`config.mk`:
```
export PLATFORM = sky130hd
export DESIGN_NAME = serial_word_assembler_flat
export DESIGN_NICKNAME = d
export VERILOG_FILES = /design/src/rtl/serial_word_assembler_if.sv /design/src/rtl/serial_word_assembler.sv /design/src/flat_wrapper.sv
export SDC_FILE = /design/constraint.sdc
export NUM_CORES = 1
export LEC_CHECK = 0
export CELL_PAD_IN_SITES_DETAIL_PLACEMENT = 2
export CELL_PAD_IN_SITES_GLOBAL_PLACEMENT = 2
export CORE_ASPECT_RATIO = 0.75
export CORE_MARGIN = 3
export CORE_UTILIZATION = 40
export CTS_BUF_LIST = sky130_fd_sc_hd__clkbuf_4 sky130_fd_sc_hd__clkbuf_8
export DETAILED_ROUTE_END_ITERATION = 10
export GPL_TIMING_DRIVEN = 0
export PLACE_DENSITY_LB_ADDON = 0.2
export SLEW_MARGIN = 20
export SYNTH_ARGS = -nofsm -noshare
export SYNTH_HDL_FRONTEND = slang
export SYNTH_SLANG_ARGS = --single-unit
```
`constraint.sdc`:
```
create_clock -name clk -period 2.3 [get_ports clk]
set_input_delay 0.23 -clock clk [delete_from_list [all_inputs] [get_ports clk]]
set_output_delay 0.23 -clock clk [all_outputs]
set_load 0.01 [all_outputs]
```
`src/rtl/serial_word_assembler_if.sv`:
```
// ---------------------------------------------------------------------------
// serial_word_assembler_if
//   Serial-in / word-out bundle for serial_word_assembler.
//   din, din_en  : qualified serial bit stream (producer -> assembler)
//   dout         : head word of the assembler's output buffer
//   dout_valid   : output buffer non-empty
//   dout_ready   : consumer accepts the head word when dout_valid=1
//   master modport: the side that supplies bits and consumes words
//   slave  modport: the assembler itself
// ---------------------------------------------------------------------------
interface serial_word_assembler_if #(
    parameter int WIDTH = 8
);
    logic             din;
    logic             din_en;
    logic [WIDTH-1:0] dout;
    logic             dout_valid;
    logic             dout_ready;

    modport master (
        output din,
        output din_en,
        output dout_ready,
        input  dout,
        input  dout_valid
    );

    modport slave (
        input  din,
        input  din_en,
        input  dout_ready,
        output dout,
        output dout_valid
    );
endinterface

```
`src/rtl/serial_word_assembler.sv`:
```
// ---------------------------------------------------------------------------
// serial_word_assembler
//   Hunts the qualified serial stream for a 4-bit sync pattern, then collects
//   the next WIDTH bits LSB first into a word and pushes it into a 2-entry
//   output FIFO with a valid/ready handshake.
//   clk       : rising-edge clock
//   rst       : asynchronous active-high reset
//   bus       : din/din_en in, dout/dout_valid out, dout_ready in (slave)
//   clear     : synchronous clear of overflow and frame_cnt
//   overflow  : sticky, a completed word was dropped because the FIFO was full
//   frame_cnt : words written into the FIFO, modulo 256
//   busy      : assembler is collecting data bits
// ---------------------------------------------------------------------------
module serial_word_assembler #(
    parameter int         WIDTH = 8,
    parameter logic [3:0] SYNC  = 4'b1011
) (
    input  logic                    clk,
    input  logic                    rst,
    serial_word_assembler_if.slave  bus,
    input  logic                    clear,
    output logic                    overflow,
    output logic [7:0]              frame_cnt,
    output logic                    busy
);
    localparam int              CW   = $clog2(WIDTH);
    localparam logic [CW-1:0]   LAST = CW'(WIDTH - 1);

    typedef enum logic {HUNT, DATA} state_t;

    state_t           state, state_next;
    logic [3:0]       hist, hist_shift;
    logic [2:0]       hist_cnt;
    logic [CW-1:0]    bit_cnt;
    logic [WIDTH-1:0] word, push_word;
    logic             word_done;

    logic [WIDTH-1:0] head, tail;
    logic [1:0]       count;
    logic             pop, push_ok, drop;

    // ---------------- FSM ----------------
    // NOTE: sequential state uses non-blocking assignments so every register
    // samples pre-edge values regardless of process ordering.
    always_ff @(posedge clk or posedge rst) begin
        if (rst) state <= HUNT;
        else     state <= state_next;
    end

    // NOTE: every output of this block gets a default first, so no path
    // leaves a signal unassigned and no latch is inferred.
    always_comb begin
        state_next             = state;
        hist_shift             = {bus.din, hist[3:1]};
        word_done              = 1'b0;
        push_word              = word;
        push_word[WIDTH-1]     = bus.din;   // last bit bypasses the word register
        if (bus.din_en) begin
            unique case (state)
                HUNT: if (hist_shift == SYNC && hist_cnt >= 3'd3) state_next = DATA;
                DATA: if (bit_cnt == LAST) begin
                    word_done  = 1'b1;
                    state_next = HUNT;
                end
                default: state_next = HUNT;
            endcase
        end
    end

    assign busy = (state == DATA);

    // ---------------- sync history and word assembly ----------------
    always_ff @(posedge clk or posedge rst) begin
        if (rst) begin
            hist     <= '0;
            hist_cnt <= '0;
            bit_cnt  <= '0;
            word     <= '0;
        end else if (bus.din_en) begin
            if (state == HUNT) begin
                hist <= hist_shift;
                if (hist_cnt != 3'd4) hist_cnt <= hist_cnt + 3'd1;
                bit_cnt <= '0;
            end else begin
                word[bit_cnt] <= bus.din;
                bit_cnt       <= bit_cnt + 1'b1;
                // Re-entering HUNT must see a fresh history, so a pattern
                // straddling the end of a word cannot cause a lock.
                if (word_done) begin
                    hist     <= '0;
                    hist_cnt <= '0;
                end
            end
        end
    end

    // ---------------- 2-entry output FIFO ----------------
    assign pop     = bus.dout_valid & bus.dout_ready;
    assign push_ok = word_done & ((count != 2'd2) | pop);
    assign drop    = word_done & ~push_ok;

    // head is the registered dout; tail holds the second word when full.
    // NOTE: the storage registers are reset because dout must read 0 after
    // reset; a FIFO whose contents are never observed empty could skip it.
    always_ff @(posedge clk or posedge rst) begin
        if (rst) begin
            head  <= '0;
            tail  <= '0;
            count <= 2'd0;
        end else begin
            unique case (count)
                2'd0: if (push_ok) begin
                    head  <= push_word;
                    count <= 2'd1;
                end
                2'd1: begin
                    if (pop && push_ok)  head <= push_word;
                    else if (push_ok) begin
                        tail  <= push_word;
                        count <= 2'd2;
                    end else if (pop)    count <= 2'd0;
                end
                2'd2: if (pop) begin
                    head <= tail;
                    if (push_ok) tail  <= push_word;
                    else         count <= 2'd1;
                end
                default: count <= 2'd0;
            endcase
        end
    end

    assign bus.dout       = head;
    assign bus.dout_valid = (count != 2'd0);

    // ---------------- status ----------------
    // A same-edge event beats clear: drop leaves overflow set, a push leaves
    // frame_cnt at 1.
    always_ff @(posedge clk or posedge rst) begin
        if (rst) begin
            overflow  <= 1'b0;
            frame_cnt <= 8'd0;
        end else begin
            if (drop)       overflow <= 1'b1;
            else if (clear) overflow <= 1'b0;

            if (push_ok)    frame_cnt <= clear ? 8'd1 : frame_cnt + 8'd1;
            else if (clear) frame_cnt <= 8'd0;
        end
    end
endmodule

```
`src/flat_wrapper.sv`:
```
// flat-port wrapper written by rule: the top's interface ports become plain ports
module serial_word_assembler_flat 
#(
    parameter int         WIDTH = 8,
    parameter logic [3:0] SYNC  = 4'b1011
)
  (clk, rst, clear, overflow, frame_cnt, busy, bus_din, bus_din_en, bus_dout_ready, bus_dout, bus_dout_valid);
  serial_word_assembler_if #(.WIDTH(WIDTH)) bus_i ();
  input  logic clk;
  input  logic rst;
  input  logic clear;
  output logic overflow;
  output logic [7:0] frame_cnt;
  output logic busy;
  input wire logic [$bits(bus_i.din)-1:0] bus_din;
  input wire logic [$bits(bus_i.din_en)-1:0] bus_din_en;
  input wire logic [$bits(bus_i.dout_ready)-1:0] bus_dout_ready;
  output wire logic [$bits(bus_i.dout)-1:0] bus_dout;
  output wire logic [$bits(bus_i.dout_valid)-1:0] bus_dout_valid;
  assign bus_i.din = bus_din;
  assign bus_i.din_en = bus_din_en;
  assign bus_i.dout_ready = bus_dout_ready;
  assign bus_dout = bus_i.dout;
  assign bus_dout_valid = bus_i.dout_valid;
  serial_word_assembler #(.WIDTH(WIDTH), .SYNC(SYNC)) u_core (.clk(clk), .rst(rst), .bus(bus_i), .clear(clear), .overflow(overflow), .frame_cnt(frame_cnt), .busy(busy));
endmodule
```
* Word-level counts from Yosys, hierarchy flattened
Cells that the tools add are included.
Word-level totals: register bits after elaboration 46, output and inout bits 19
Cells by class: $add $sub $neg 3, magnitude comparators 3, eq/ne operators 13, multiplexer cells 35, bitwise logic cells 6, reduce and logical (&&, ||, !) cells 16
Operator list (number):
- 8-bit 2-to-1 mux | 9
- 8-bit case mux with 3 select lines | 1
- 8-bit case mux with 2 select lines | 1
- 2-bit 2-to-1 mux | 6
- 3-bit 2-to-1 mux | 4
- 2-bit nonzero test | 5
- 8-bit by 1-bit adder with 8-bit output (second input constant) | 1
- 8-bit bitwise mux | 1
- 1-bit 2-to-1 mux | 8
- 4-bit 2-to-1 mux | 2
- 2-bit inequality test (second input constant) | 4
- 3-bit by 1-bit adder with 3-bit output (second input constant) | 2
- 2-bit by 1-bit inequality test with 1-bit output (second input constant) | 3
- 2-bit case mux with 3 select lines | 1
- 3-bit AND reduction | 2
- 5-bit AND reduction | 1
- 4-bit == test (second input constant) | 1
- 3-bit by 4-bit less-than comparator with 1-bit output (second input constant) | 1
- 2-bit AND reduction | 2
- 4-bit AND reduction | 1
- 1-bit bitwise AND | 3
- 1-bit demux with 3-bit select | 1
- 3-bit == test (second input constant) | 1
- 3-bit by 1-bit >= comparator with 1-bit output (second input constant) | 1
- other kinds (11) | 14

* Depth between registers and ports, before layout
Gate-level depths: netlist (run 1).
depth in word-level cells 8, gate-level depth with buffers 6

* Least setup slack after synthesis (run 1)
No wires, ideal clock.
path kind flip-flop to flip-flop, start point reg u_core.bit_cnt[1], end point reg u_core.frame_cnt[7], arrival 1.584 ns, data required time 2.175 ns, path slack 0.591 ns, cell stages (with the launch flop) 7, path buffers 1, period minus slack after synthesis 1.709 ns, cells stage by stage dfrtp_1 ha_1 ha_1 nand3_2 buf_2 nor4_4 mux2_4
Between the ends: longest elaborated chain between the ends 6
RTL lines:
- start, declared | RTL line serial_word_assembler.sv:34 | logic [CW-1:0] bit_cnt;
- start signal, assigned | RTL line serial_word_assembler.sv:86 | bit_cnt <= bit_cnt + 1'b1;
- 3-bit == test * | RTL line serial_word_assembler.sv:61 | DATA: if (bit_cnt == LAST) begin
- 1-bit 2-to-1 mux * | RTL line serial_word_assembler.sv:61
- 1-bit 2-to-1 mux * | RTL line serial_word_assembler.sv:59 | unique case (state)
- 1-bit 2-to-1 mux * | RTL line serial_word_assembler.sv:58 | if (bus.din_en) begin
- 1-bit bitwise AND * | RTL line serial_word_assembler.sv:99 | assign push_ok = word_done & ((count != 2'd2) | pop);
- 8-bit 2-to-1 mux or 2-bit nonzero test (tied branches)
- end signal, assigned | RTL line serial_word_assembler.sv:147 | if (push_ok) frame_cnt <= clear ? 8'd1 : frame_cnt + 8'd1;
- end, declared | RTL line serial_word_assembler.sv:23 | output logic [7:0] frame_cnt,
Every way passes the cells marked *; elsewhere a longest branch is shown, timed or not. A chain may end at the register's enable or synchronous reset.

* Worst setup path after layout (run 1)
start point reg u_core.bit_cnt[1], end point reg u_core.head[3] (netlist: u_core.bus.dout[3])
Between the ends: longest elaborated chain between the ends 8
RTL lines:
- 3-bit == test * | RTL line serial_word_assembler.sv:61
- 1-bit 2-to-1 mux * | RTL line serial_word_assembler.sv:61
- 1-bit 2-to-1 mux * | RTL line serial_word_assembler.sv:59
- 1-bit 2-to-1 mux * | RTL line serial_word_assembler.sv:58
- 1-bit bitwise AND * | RTL line serial_word_assembler.sv:99
- 1-bit logical AND | RTL line serial_word_assembler.sv:117 | if (pop && push_ok) head <= push_word;
- 2-bit by 1-bit inequality test with 1-bit output (no line)
- 4-bit AND reduction (no line) *
- end signal, assigned | RTL line serial_word_assembler.sv:113 | head <= push_word;
- end signal, assigned | RTL line serial_word_assembler.sv:117
- end signal, assigned | RTL line serial_word_assembler.sv:124 | head <= tail;
- end, declared | RTL line serial_word_assembler.sv:38 | logic [WIDTH-1:0] head, tail;
Marks and branches as above.

==> results by group, run 1 <==
Synth
  – Synthesized area: 2260 sq um
  – Synth Flop Type: dfrtp_1
  – Gate Count Post-Synth: 182
  – Synth cell types: 45
  – Register area share after synthesis: 48.8%
  – Async S/R FF share, synth: 100%
  – Post-synth EDFFs: 0
  – Avg Inst Size Synth: 12.4 sq um
  – Yosys reg bits: 44
  – Syn_nets: 194
  – Synthesis warning total: 0

Routing
  – Drt first pass iters: 4
  – Drt total wl: 5600 microns
  – Antenna viol nets, final: 0
  – Via count: 1559
  – DR iter-0 viols: 53
  – Detailed-route DRC error count: 0
  – Detailed-route vias per instance: 5.38
  – WL per Instance: 19.3 microns

Final layout
  – Nets: 226
  – # fillers: 566
  – Antenna Cells: 0
  – Area of the multi-input gates: 1080 sq um
  – Area growth syn-to-layout: 20.8%
  – Storage cell area: 1100 sq um
  – Share of cells above drive strength 1: 20.5%
  – Layout Utilization: 50.4%

Global routing
  – Initial antenna violation count: 0
  – GR Util met1: 24.8%
  – Tot GR Track Use: 19.0%
  – Global Route met3 Usage: 3.72%
  – Largest net degree at the start of global routing: 33
  – GRT busiest layer: met2
  – Global-route wire length before repair: 9730 microns
  – Met2 usage: 32.2%
  – Vias in the first global route: 1894
  – Gr ovfl total: 0

Clocking
  – Root buffer cell: clkbuf_8
  – CTS Sinks: 44
  – Clock transition at the registers of the reported paths: 90 ps
  – Longest Clk Path Bufs: 2
  – Num CTS Buffers: 5
  – Hold Buf Count CTS: 0
  – Post-CTS setup buffer count: 0
  – Resize count post-CTS: 0
  – Clk Latency, worst-skew pair: 300 ps
  – CTS H-tree lvls: 2
  – TritonCTS clock tree: built

Worst setup path
  – Delay-heaviest family, CP: adder cells
  – Slowest-stage cell, CP: dfrtp_1
  – CP max stage delay: 460 ps
  – CP arrival: 2230 ps
  – Crit. path cell count: 5
  – Type of origin of the critical path: register
  – CP startpoint: u_core.bit_cnt[1]
  – RR Startpoint: u_core.bit_cnt[1]
  – Worst R2R Path Depth: 5
  – Worst Path Buf+Inv: 0
  – WP data required: 2490 ps
  – Critical path peak fanout: 8
  – Critical Path Most Common Cell: ha_1
  – WS Path Type: register to register
  – Crit. End Element: register
  – CP Cell Sequence: ha_1 -> ha_1 -> nand4b_1 -> o21bai_4 -> mux2_4

STA
  – Tcrit/Tclk final: 88.8%
  – Setup violations, final: 0
  – Slew HR: 67.7%
  – Max Clock Skew: 4.01 ps
  – RSZ-0062 raised after global routing: no
  – Final-report max-slew violation count: 0
  – Hold Vio Cnt, Final: 0
  – TNS Setup: 0 ps
  – WHS: 195 ps
  – Worst-margin pin slew: 484 ps
  – Fmax achieved: 0.490 GHz
  – Final Critical Period: 2040 ps

Pwr
  – Leak: 0.00124 uW
  – Pwr/cell area: 736 nW/um^2
  – Maximum VDD drop: 269 uV

Worst hold path
  – Hold/Removal Path Class: primary input to async pin

Placement
  – Hpwl dp: 3920 microns
  – Port bufs: 24
  – Final GP Congestion: 0.721

Floorplan
  – Die area: 6590 sq um
  – Die Wd: 92.7 microns
  – Core region area: 5410 sq um
  – Die Y: 71.1 microns
  – Starting Density: 41.7%
  – Row count: 23
  – # IOs: 25

Run status
  – Status: complete, no violations

Job
  – Max_cap viols: 0
-- synth_stat cells (2+ instances only) --
cell type	n	share of area, %
inv_1	10	1.7
buf_2	2	0.44
nand4_1	3	0.83
or4_1	3	1.0
nand2b_1	3	0.83
nand2_1	3	0.50
nand3_1	7	1.6
nor2_1	8	1.3
nor2b_1	5	1.4
o2bb2ai_1	3	1.2
mux2_1	11	5.5
a21oi_1	6	1.3
dfrtp_1	44	49
o21ai_0	6	1.3
mux2_2	5	2.5
o21bai_4	2	1.7
a22o_1	4	1.6
nor3b_2	2	1.1
o31ai_1	3	1.0
clkbuf_1	3	0.50
mux2_4	17	11
nor3_1	4	0.89
ha_1	6	3.3
-- per-stage QoR --
| stage | area, sq um | total power (uW) | instances | setup slack, ps |
|---|---|---|---|---|
| 6_report | 2730 | 2010 | 290 | 258 |
| 5_1_grt | 2730 | 2140 | 290 | 99.0 |
| 4_1_cts | 2730 | 2030 | 290 | 238 |
| 3_5_place_dp | 2610 | 1400 | 282 | 270 |
| 3_3_place_gp | 2590 | 1340 | 281 | 150 |
| 2_1_floorplan | 2260 | 1250 | 182 | 591 |
-- cell families after synthesis --
logic type               Yosys count  synth area share (%)
AO/OA/AOI/OAI                     31                  10.4
XOR/XNOR                           1                 0.388
adder cells (fa/ha/maj)            6                  3.33
buffers and inverters             17                  3.44
flip-flops                        44                  48.8
multiplexers                      34                  19.7
AND/OR/NAND/NOR                   49                  14.0
-- worst reg2reg max path, cell delays in order, from the launching register on --
cell and delay, ps:
dfrtp_1 460, ha_1 200, ha_1 280, nand4b_1 240
o21bai_4 410, mux2_4 340
-- layout make-up --
class	count	share of cell area [%]
plain buffers	7	1.47
clock buffers	5	2.52
clock inverters	3	1.70
inverters	10	1.38
multi-input cells	121	39.6
flip-flops and latches	44	40.4
well taps	75	3.44
repair buffers	25	9.55
-- power by group --
part	switching, uW	internal [uW]	total [uW]
logic	206	185	391
registers	127	873	1000
clock network	288	327	615
total	621	1390	2010
-- sequential cells by signal (all words and copies together) (netlist names) --
| register | flops |
|---|---|
| u_core.bus.dout | 8 |
| u_core.count | 2 |
| u_core.word | 7 |
| u_core.busy | 1 |
| u_core.tail | 8 |
| u_core.hist | 3 |
| u_core.frame_cnt | 8 |
| u_core.hist_cnt | 3 |
| u_core.bit_cnt | 3 |
| u_core.overflow | 1 |
-- metal layers --
layer	vias up	part of all wire [%]
li1	722	-
met4	0	1.8
met5	-	0
met1	804	48
met3	10	2.2
met2	23	48
-- final timing paths --
path	endpoint	slack (ps)
worst max-delay path	u_core.bus.dout[3]	260
worst min-delay path	u_core.tail[1]	190
worst max register to register	u_core.bus.dout[3]	260
worst min register to register	u_core.word[1]	520
max in group asynchronous	u_core.bus.dout[6]	1630
min in group clk	u_core.word[1]	520
-- cells in the final DEF, fill, tap and decap left out, types with 2 or more instances in the layout --
cell type	count
a21oi_1	6
a22o_1	4
buf_2	2
clkbuf_1	3
clkbuf_8	5
clkdlybuf4s50_1	24
dfrtp_1	44
ha_1	6
inv_1	9
mux2_1	11
mux2_2	5
mux2_4	17
nand2_1	3
nand2b_1	3
nand3_1	7
nand4_1	3
nor2_1	8
nor2b_1	5
nor3_1	4
nor3b_2	2
o21ai_0	6
o21bai_4	2
o2bb2ai_1	3
o31ai_1	3
or4_1	3
Power figures use the tool's default switching activity.
==> inputs of run 2 (changes only) <==
- CTS_CLUSTER_DIAMETER: unset -> 30
==> results of run 2 <==
Same layout as run 1: the final DEF is identical, and so are final timing and power.
